File: src/rtl/if_fetch.sv
// ---------------------------------------------------------------------------
// if_fetch -- instruction-fetch stage
//
// Owns the fetch PC and issues one word read at a time to instruction memory.
// Returned words are buffered with their addresses in a small circular queue.
// The queue head drives if_pc/if_ins into the IF/ID register.
//
// Parameters
//   RESET_PC  fetch address after reset
//   QDEPTH    instruction queue entries, 1..4
//
// Ports
//   clk              clock, all state updates on rising edge
//   rst              asynchronous reset, active low (0 = reset)
//   pause            pipeline stall: IF/ID holds, queue head is not popped
//   branch_flag_i    redirect request from ID (honoured only when pause=0)
//   branch_target_i  redirect word address
//   vmem_pause_i     MEM stage owns memory: no new read is issued
//   imem_req_o       read request, held until acked
//   imem_addr_o      read word address, stable while imem_req_o=1
//   imem_ack_i       read done, imem_data_i valid this cycle
//   imem_data_i      read data
//   if_pc            PC of the presented instruction (0 when queue empty)
//   if_ins           presented instruction (NOP 16'h0800 when queue empty)
//
// Optional feature (macro IF_FETCH_STATS_EN)
//   Adds output stall_cnt_o [31:0]: a saturating count of cycles in which
//   pause=0 and the queue is empty, i.e. a bubble goes into IF/ID.
// ---------------------------------------------------------------------------
module if_fetch #(
  parameter logic [15:0] RESET_PC = 16'h0000,
  parameter int          QDEPTH   = 2
) (
  input  logic        clk,
  input  logic        rst,
  input  logic        pause,
  input  logic        branch_flag_i,
  input  logic [15:0] branch_target_i,
  input  logic        vmem_pause_i,
  output logic        imem_req_o,
  output logic [15:0] imem_addr_o,
  input  logic        imem_ack_i,
  input  logic [15:0] imem_data_i,
  output logic [15:0] if_pc,
  output logic [15:0] if_ins
`ifdef IF_FETCH_STATS_EN
  ,
  output logic [31:0] stall_cnt_o
`endif
);

  typedef enum logic [1:0] {IDLE, WAIT, DROP} state_t;

  localparam logic [2:0]  QDEPTH_C = 3'(QDEPTH);
  localparam logic [1:0]  PTR_LAST = 2'(QDEPTH - 1);
  localparam logic [15:0] NOP      = 16'h0800;

  state_t      state_reg, state_next;
  logic [15:0] fetch_pc_reg, fetch_pc_next;
  logic        req_reg, req_next;
  logic [15:0] addr_reg, addr_next;
  logic [1:0]  rd_ptr_reg, rd_ptr_next;
  logic [1:0]  wr_ptr_reg, wr_ptr_next;
  logic [2:0]  count_reg, count_next;
  logic [31:0] entries [0:3];
  logic [31:0] head;

  logic branch_taken;
  logic do_pop;
  logic do_push;
  logic can_issue;

  function automatic logic [1:0] ptr_inc(input logic [1:0] p);
    return (p == PTR_LAST) ? 2'd0 : p + 2'd1;
  endfunction

  always_comb begin
    branch_taken = branch_flag_i & ~pause;
    do_pop       = ~pause & (count_reg != 3'd0);
    // A word arriving in the redirect cycle belongs to the old path.
    do_push      = (state_reg == WAIT) & imem_ack_i & ~branch_taken;
    // Only IDLE can issue, so nothing is outstanding and count alone bounds
    // occupancy. No issue in a redirect cycle: fetch_pc is about to change.
    can_issue    = (state_reg == IDLE) & ~vmem_pause_i &
                   (count_reg < QDEPTH_C) & ~branch_taken;
  end

  // Fetch FSM: next state and memory request
  always_comb begin
    state_next = state_reg;
    req_next   = req_reg;
    addr_next  = addr_reg;
    case (state_reg)
      IDLE: begin
        if (can_issue) begin
          state_next = WAIT;
          req_next   = 1'b1;
          addr_next  = fetch_pc_reg;
        end
      end
      WAIT: begin
        if (imem_ack_i) begin
          state_next = IDLE;
          req_next   = 1'b0;
        end else if (branch_taken) begin
          state_next = DROP;   // keep the request up, discard its data
        end
      end
      DROP: begin
        if (imem_ack_i) begin
          state_next = IDLE;
          req_next   = 1'b0;
        end
      end
      default: begin
        state_next = IDLE;
        req_next   = 1'b0;
      end
    endcase
  end

  always_comb begin
    fetch_pc_next = fetch_pc_reg;
    if (branch_taken) begin
      fetch_pc_next = branch_target_i;
    end else if (do_push) begin
      fetch_pc_next = fetch_pc_reg + 16'd1;   // wraps FFFF -> 0000
    end
  end

  // Queue pointers: a redirect pops the delay-slot head and flushes the rest
  always_comb begin
    rd_ptr_next = rd_ptr_reg;
    wr_ptr_next = wr_ptr_reg;
    count_next  = count_reg;
    if (branch_taken) begin
      rd_ptr_next = 2'd0;
      wr_ptr_next = 2'd0;
      count_next  = 3'd0;
    end else begin
      if (do_pop)  rd_ptr_next = ptr_inc(rd_ptr_reg);
      if (do_push) wr_ptr_next = ptr_inc(wr_ptr_reg);
      case ({do_push, do_pop})
        2'b10:   count_next = count_reg + 3'd1;
        2'b01:   count_next = count_reg - 3'd1;
        default: count_next = count_reg;
      endcase
    end
  end

  always_ff @(posedge clk or negedge rst) begin
    if (!rst) begin
      state_reg    <= IDLE;
      fetch_pc_reg <= RESET_PC;
      req_reg      <= 1'b0;
      addr_reg     <= 16'h0000;
      rd_ptr_reg   <= 2'd0;
      wr_ptr_reg   <= 2'd0;
      count_reg    <= 3'd0;
    end else begin
      state_reg    <= state_next;
      fetch_pc_reg <= fetch_pc_next;
      req_reg      <= req_next;
      addr_reg     <= addr_next;
      rd_ptr_reg   <= rd_ptr_next;
      wr_ptr_reg   <= wr_ptr_next;
      count_reg    <= count_next;
    end
  end

  // Queue storage: {pc, instruction}. Slots at or beyond QDEPTH are never
  // addressed by the pointers and stay at their reset value.
  genvar gi;
  generate
    for (gi = 0; gi < 4; gi++) begin : g_entry
      logic [31:0] entry_reg;
      always_ff @(posedge clk or negedge rst) begin
        if (!rst) begin
          entry_reg <= 32'h0;
        end else if (do_push && (wr_ptr_reg == 2'(gi))) begin
          entry_reg <= {addr_reg, imem_data_i};
        end
      end
      assign entries[gi] = entry_reg;
    end
  endgenerate

  assign head        = entries[rd_ptr_reg];
  assign if_pc       = (count_reg != 3'd0) ? head[31:16] : 16'h0000;
  assign if_ins      = (count_reg != 3'd0) ? head[15:0]  : NOP;
  assign imem_req_o  = req_reg;
  assign imem_addr_o = addr_reg;

`ifdef IF_FETCH_STATS_EN
  logic [31:0] stall_cnt_reg;
  always_ff @(posedge clk or negedge rst) begin
    if (!rst) begin
      stall_cnt_reg <= 32'h0;
    end else if (~pause && (count_reg == 3'd0) && (stall_cnt_reg != 32'hFFFF_FFFF)) begin
      stall_cnt_reg <= stall_cnt_reg + 32'd1;
    end
  end
  assign stall_cnt_o = stall_cnt_reg;
`endif

endmodule

File: config.mk
export PLATFORM = sky130hd
export DESIGN_NAME = if_fetch
export DESIGN_NICKNAME = d
export VERILOG_FILES = /design/src/rtl/if_fetch.sv
export SDC_FILE = /design/constraint.sdc
export NUM_CORES = 1
export LEC_CHECK = 0
export ABC_CLOCK_PERIOD_IN_PS = 5990
export BUFFER_PORTS_ARGS = -buffer_cell sky130_fd_sc_hd__buf_2
export CORE_MARGIN = 2
export CORE_UTILIZATION = 45
export CTS_BUF_LIST = sky130_fd_sc_hd__clkbuf_4 sky130_fd_sc_hd__clkbuf_8
export CTS_CLUSTER_DIAMETER = 200
export DETAILED_ROUTE_END_ITERATION = 10
export GPL_ROUTABILITY_DRIVEN = 0
export RECOVER_POWER = 25
export SYNTH_ARGS = -nofsm -noshare
export SYNTH_HDL_FRONTEND = slang
export SYNTH_SLANG_ARGS = --single-unit
File: constraint.sdc
create_clock -name clk -period 5.99 [get_ports clk]
set_input_delay 1.198 -clock clk [delete_from_list [all_inputs] [get_ports clk]]
set_output_delay 1.198 -clock clk [all_outputs]
set_load 0.05 [all_outputs]
==> metrics.cfg, run 1 <==
[drt]
route.detailed.drc=0
viasPerCell=5.495
via_count=4770
routedWlPerCell_um=19.09
initialDrtViolationCount=272
antenna_left=0
drtPass1Iterations=6
drt-total-wl_mm=16.57

[logic_synthesis]
synth_area_per_cell_um2=14.30
ys_seq_area_share_pct=53.78
syn_inst=553
synth_nets=597
yosysUniqueCellTypes=46
ys.flop_type=dfrtp_1
syn_area_um2=7910
synth_async_sr_flop_share_pct=100.0
synth-edff-count=0
ys_ff_latch=170
ys_warn_count=0

[global_route]
grtUsageTotal_pct=19.28
antenna_found_initial=0
grt_overflow=0
first_global_vias=4878
grt_pass1_wl_mm=27.12
grt_max_degree=65

[layout]
largest_reg_flops=128
instances_no_fill=868
drive_above_1_share_pct=45.26
syn2layout_area_growth_pct=11.66
fill_cells=1476
stdcell_area_um2=8832
final_nets=675
diodes=0

[clock_network]
cts_setup_buffers=0
cts_root_buffer=clkbuf_8
clk_pin_slew_ns=0.07
htreeDepth=4
cts_resized=0
cts_hold_buf=0
cts_buffer_depth=2
cts.sinks=170
clock_latency_ns=0.45
cts_tree=yes
cts_made_buffers=17

[timing]
drv_slew=65
fmax_mhz=249.0
finalCritPeriodShare_pct=67.04
rsz0062_at_grt=false
fin_crit_ns=4.016
finalSetupTns_ns=0
fin_skew_ns=0.01113
hold_viol=0
tightest_slew_ns=3.346
relSlewSlack_pct=-123.1
final-setup-viol-count=0

[power]
switching_share_pct=41.76
power.density_nw_per_um2=493.8
clkPwrFrac_pct=17.4
peakVddDrop_mv=0.2861
seq_power_share_pct=39.5
power_leakage_uw=0.004102
p_int_uw=2540
p_comb_share_pct=43.1
switching_power_uw=1821

[floorplan]
initial_core_util_pct=45.89
die_x_um=136.6
core_area_um2=17240
rows=48
die_height_um=136.6
die_area_um2=18650
pin_count=87

[worst_setup_path]
worst-path-buf-inv=2
path_delay_family=buffers and inverters
reg2reg_depth=7
worstPathArrival_ns=4.51
cp-end-kind=async pin
required_ns=6.48
cp_max_fo=64
worstSetupPathDepth=2
cp_cell_sequence=clkbuf_1 > buf_4
worstSetupPathType=in2async
critPathLaunchType=input port
crit_path_max_incr_delay_ns=2.32
cp_slowest_cell=clkbuf_1

[status]
status=complete, but fails checks
violations=max-capacitance violations, max-slew violations

[placement]
placed_area_um2=8472
place_inst=837
post-dp-hpwl_mm=10.54
numPortBuffers=86

[run]
max_cap_viol_count=1

[min_path]
hold_depth=1
min_path_type=reg2reg

[cell usage in the layout, fill, tap and decap left out, types with 2 or more instances in the layout]
master,instances
clkinv_2,5
clkbuf_4,3
buf_2,85
nand2b_1,3
and2_1,31
buf_4,9
dfrtp_1,169
inv_1,8
xnor2_1,13
clkbuf_8,20
clkinvlp_4,2
mux2_2,126
nand2_1,24
nor3_1,5
a21oi_1,5
nand3_1,7
xor2_1,3
nand4_1,5
o21a_1,2
mux2_1,16
nand4_2,2
o21ai_0,20
ha_1,5
mux4_2,32
nor4_1,5
mux2i_1,3
a31oi_1,2
nor2_1,10
[power by group through the flow]
stage                     Clock, µW  Combinational, µW  Sequential [µW]
after floorplan                   0               1360             1810
after global placement            0               1870             1720
after detailed placement          0               1900             1750
after CTS                       787               1900             1720
after global routing            845               2010             1780
final                           760               1880             1720
[synth_stat cells, drive strengths merged, types with 3 or more instances]
library cell  instances  share of area (%)
inv                   8               0.38
nand2b                3               0.24
nand4                 7               0.71
mux4                 32                9.1
xor2                  3               0.33
and2                 32                2.5
o21ai                20                1.3
nand3                 7               0.44
dfrtp               170                 54
ha                    5               0.79
mux2                142                 20
xnor2                13                1.4
nor3                  5               0.32
mux2i                 3               0.38
nand2                24                1.1
nor2                 11               0.62
a21oi                 5               0.32
clkbuf               13               0.63
buf                  23                2.2
nor4                  6               0.66
[logic make-up (layout without fill, tap and decap cells)]
kind of cell,count (synthesis),count (layout),share of synthesized area [%]
compound gates,38,38,2.879
xor+xnor,16,16,1.772
fa+ha+maj,6,6,1.044
simple gates,102,102,7.593
mux,177,177,29.71
buf+inv,44,134,3.227
flops,170,170,53.78
[metrics by stage]
stage / util (%) / power [µW] / hold WS, ns / setup WS (ns)
5_1_grt: 51.24 / 4635 / 0.4991 / 1.192
2_1_floorplan: - / 3164 / 0.4524 / 3.157
3_5_place_dp: 49.15 / 3643 / 0.4733 / 2.478
3_3_place_gp: 49.15 / 3589 / 0.4634 / 2.508
6_report: 51.24 / 4361 / 0.4856 / 1.975
4_1_cts: 51.28 / 4415 / 0.4906 / 1.988
[final cells by class]
cell class	count	area, µm²	share of cell area (%)
Clock inverter	8	70.07	0.7933
Clock buffer	23	297.8	3.372
Inverter	8	30.03	0.3400
Sequential cell	170	4255	48.18
Tap cell	225	281.5	3.187
Timing Repair Buffer	95	496.7	5.624
Multi-Input combinational cell	339	3401	38.50
[worst register-to-register path: cells and delay by family, from the launching register on]
kind	cells	cell delay, ns
multiplexers	1	0.43
AND/OR/NAND/NOR	3	1.12
flip-flops	1	0.39
adder cells (fa/ha/maj)	1	0.33
buffers and inverters	2	0.58
[path summary, 6_finish.rpt]
kind	startpoint	end	slack [ns]
setup / recovery	rst	g_entry[2].entry_reg[28]	1.97
hold / removal	g_entry[2].entry_reg[26]	g_entry[2].entry_reg[26]	0.49
setup reg to reg	state_reg[1]	g_entry[1].entry_reg[13]	3.02
hold reg to reg	g_entry[2].entry_reg[26]	g_entry[2].entry_reg[26]	0.49
max in group clk	rd_ptr_reg[0]	if_pc[14]	2.11
min in group asynchronous	rst	g_entry[0].entry_reg[7]	1.87
[routing by layer]
metal,track usage (%),wire [µm],vias up
met5,0,0,-
met4,5.729,202,0
met3,4.222,629,15
met2,29.19,7794,105
met1,28.00,7944,2502
li1,-,-,2148
Power figures use the tool's default switching activity.
==> run 2: changes to the inputs <==
Settings changed: ABC_CLOCK_PERIOD_IN_PS 5990 to 4000.
Clock period 5.99 ns to 4 ns, I/O delays scaled along.
==> run 2 against run 1 <==
  * The flow still finishes with violations (max-capacitance violations, max-slew violations)
  * Combinational power grew 51%
  * Sequential power grew 49%
  * Power increased by 54%
  * Critical path type is now reg2out
==> metrics.cfg, run 2 (synthesis results as in run 1) <==
[status]
status=complete, but fails checks
violations=max-capacitance violations, max-slew violations

[power]
power_leakage_uw=0.004156
power.density_nw_per_um2=748.1
power_uw=6696
peakVddDrop_mv=0.5056

[clock_network]
cts_setup_buffers=0
clk_pin_slew_ns=0.09
cts_buffer_depth=2
cts.sinks=170
cts_made_buffers=17
htreeDepth=4
cts_root_buffer=clkbuf_8
cts_tree=yes
cts_hold_buf=0
clock_latency_ns=0.46
cts_resized=0

[floorplan]
rows=48
die_x_um=136.6
core_area_um2=17240
initial_core_util_pct=45.89
die_height_um=136.6
die_area_um2=18650
pin_count=87

[timing]
rsz0062_at_grt=false
relSlewSlack_pct=-90.25
fmax_mhz=309.7
fin_crit_ns=3.229
drv_slew=114
holdWs_ns=0.4868
final-setup-viol-count=0
hold_viol=0
fin_skew_ns=0.009506
setup_slack_ns=0.7712
tightest_slew_ns=2.854
finalCritPeriodShare_pct=80.72
finalSetupTns_ns=0

[global_route]
grtUsageTotal_pct=19.59
first_global_vias=5046
antenna_found_initial=1
grt_pass1_wl_mm=27.64
grt_overflow=0
grt_max_degree=115

[worst_setup_path]
required_ns=3.20
reg2reg_depth=7
worstPathArrival_ns=2.43
critPathLaunchType=flip-flop
cp-end-kind=output port
cp_max_fo=19
r2r_start=state_reg[1]
worstSetupPathType=reg2out
rr_endpoint=g_entry[1].entry_reg[8]
rrSetupSlack_ns=1.24

[drt]
viasPerCell=5.489
drtPass1Iterations=5
via_count=4792
antenna_left=0
route.detailed.drc=0
drt-total-wl_mm=16.91
initialDrtViolationCount=232
routedWlPerCell_um=19.37

[run]
max_cap_viol_count=1

[min_path]
min_path_type=reg2reg
worstHoldEndpoint=g_entry[2].entry_reg[12]
min_from=g_entry[2].entry_reg[12]
hold_depth=1

[layout]
fin_util_pct=51.93
mostFrequentLayoutCells=dfrtp_1, mux2_2, buf_2
syn2layout_area_growth_pct=13.16
diodes=0
final_nets=679
mostFrequentLayoutCell=dfrtp_1
drive_above_1_share_pct=45.83
largest_reg_flops=128

[placement]
post-dp-hpwl_mm=10.78
numPortBuffers=86
post-place-ws_ns=1.112

==> run 2: area by class of cell <==
cell class / instances / area, µm²
multi-input combinational: 339 / 3401
inverter: 8 / 30.03
clock buffer: 22 / 290.3
sequential: 170 / 4255
clock inverter: 10 / 140.1
tap: 225 / 281.5
fill: 1467 / 8285
timing repair buffer: 99 / 553.0
==> run 2: per-layer routing <==
| metal | routed length [µm] | track usage (%) | vias up |
|---|---|---|---|
| met4 | 149 | 5.035 | 2 |
| met5 | 13 | 0 | - |
| li1 | - | - | 2159 |
| met3 | 817 | 5.185 | 14 |
| met1 | 7945 | 28.10 | 2509 |
| met2 | 7982 | 29.69 | 108 |
==> run 2: worst max-delay path by stage <==
stage                                    end  depth (start not counted)  slack (ns)           from
detailed placement  g_entry[1].entry_reg[18]                          6        1.11     imem_ack_i
CTS                                 if_pc[5]                          4        0.68  rd_ptr_reg[0]
floorplan                          if_ins[0]                          4        1.56  rd_ptr_reg[0]
finish                              if_pc[5]                          4        0.77  rd_ptr_reg[0]
global route                   rd_ptr_reg[0]                          1        0.31            rst
global placement    g_entry[1].entry_reg[23]                          6        1.13     imem_ack_i
==> run 2: stage by stage <==
step	cell area, µm²	instances
after global routing	8951	873
final	8951	873
after CTS	8957	873
after detailed placement	8527	841
after floorplan	7910	553
after global placement	8527	841
==> run 2: power breakdown <==
part           internal (µW)  switching (µW)  total, µW  leakage (µW)
clock                    682             615       1300      0.000212
sequential              2170             401       2570       0.00222
combinational           1100            1730       2830       0.00172
total                   3950            2750       6700       0.00416
==> run 2: worst max-delay path: stages, from the launching register on <==
cell and delay, ns:
dfrtp_2 0.76, buf_12 0.29, mux4_2 0.52, and2_1 0.19, buf_2 0.21
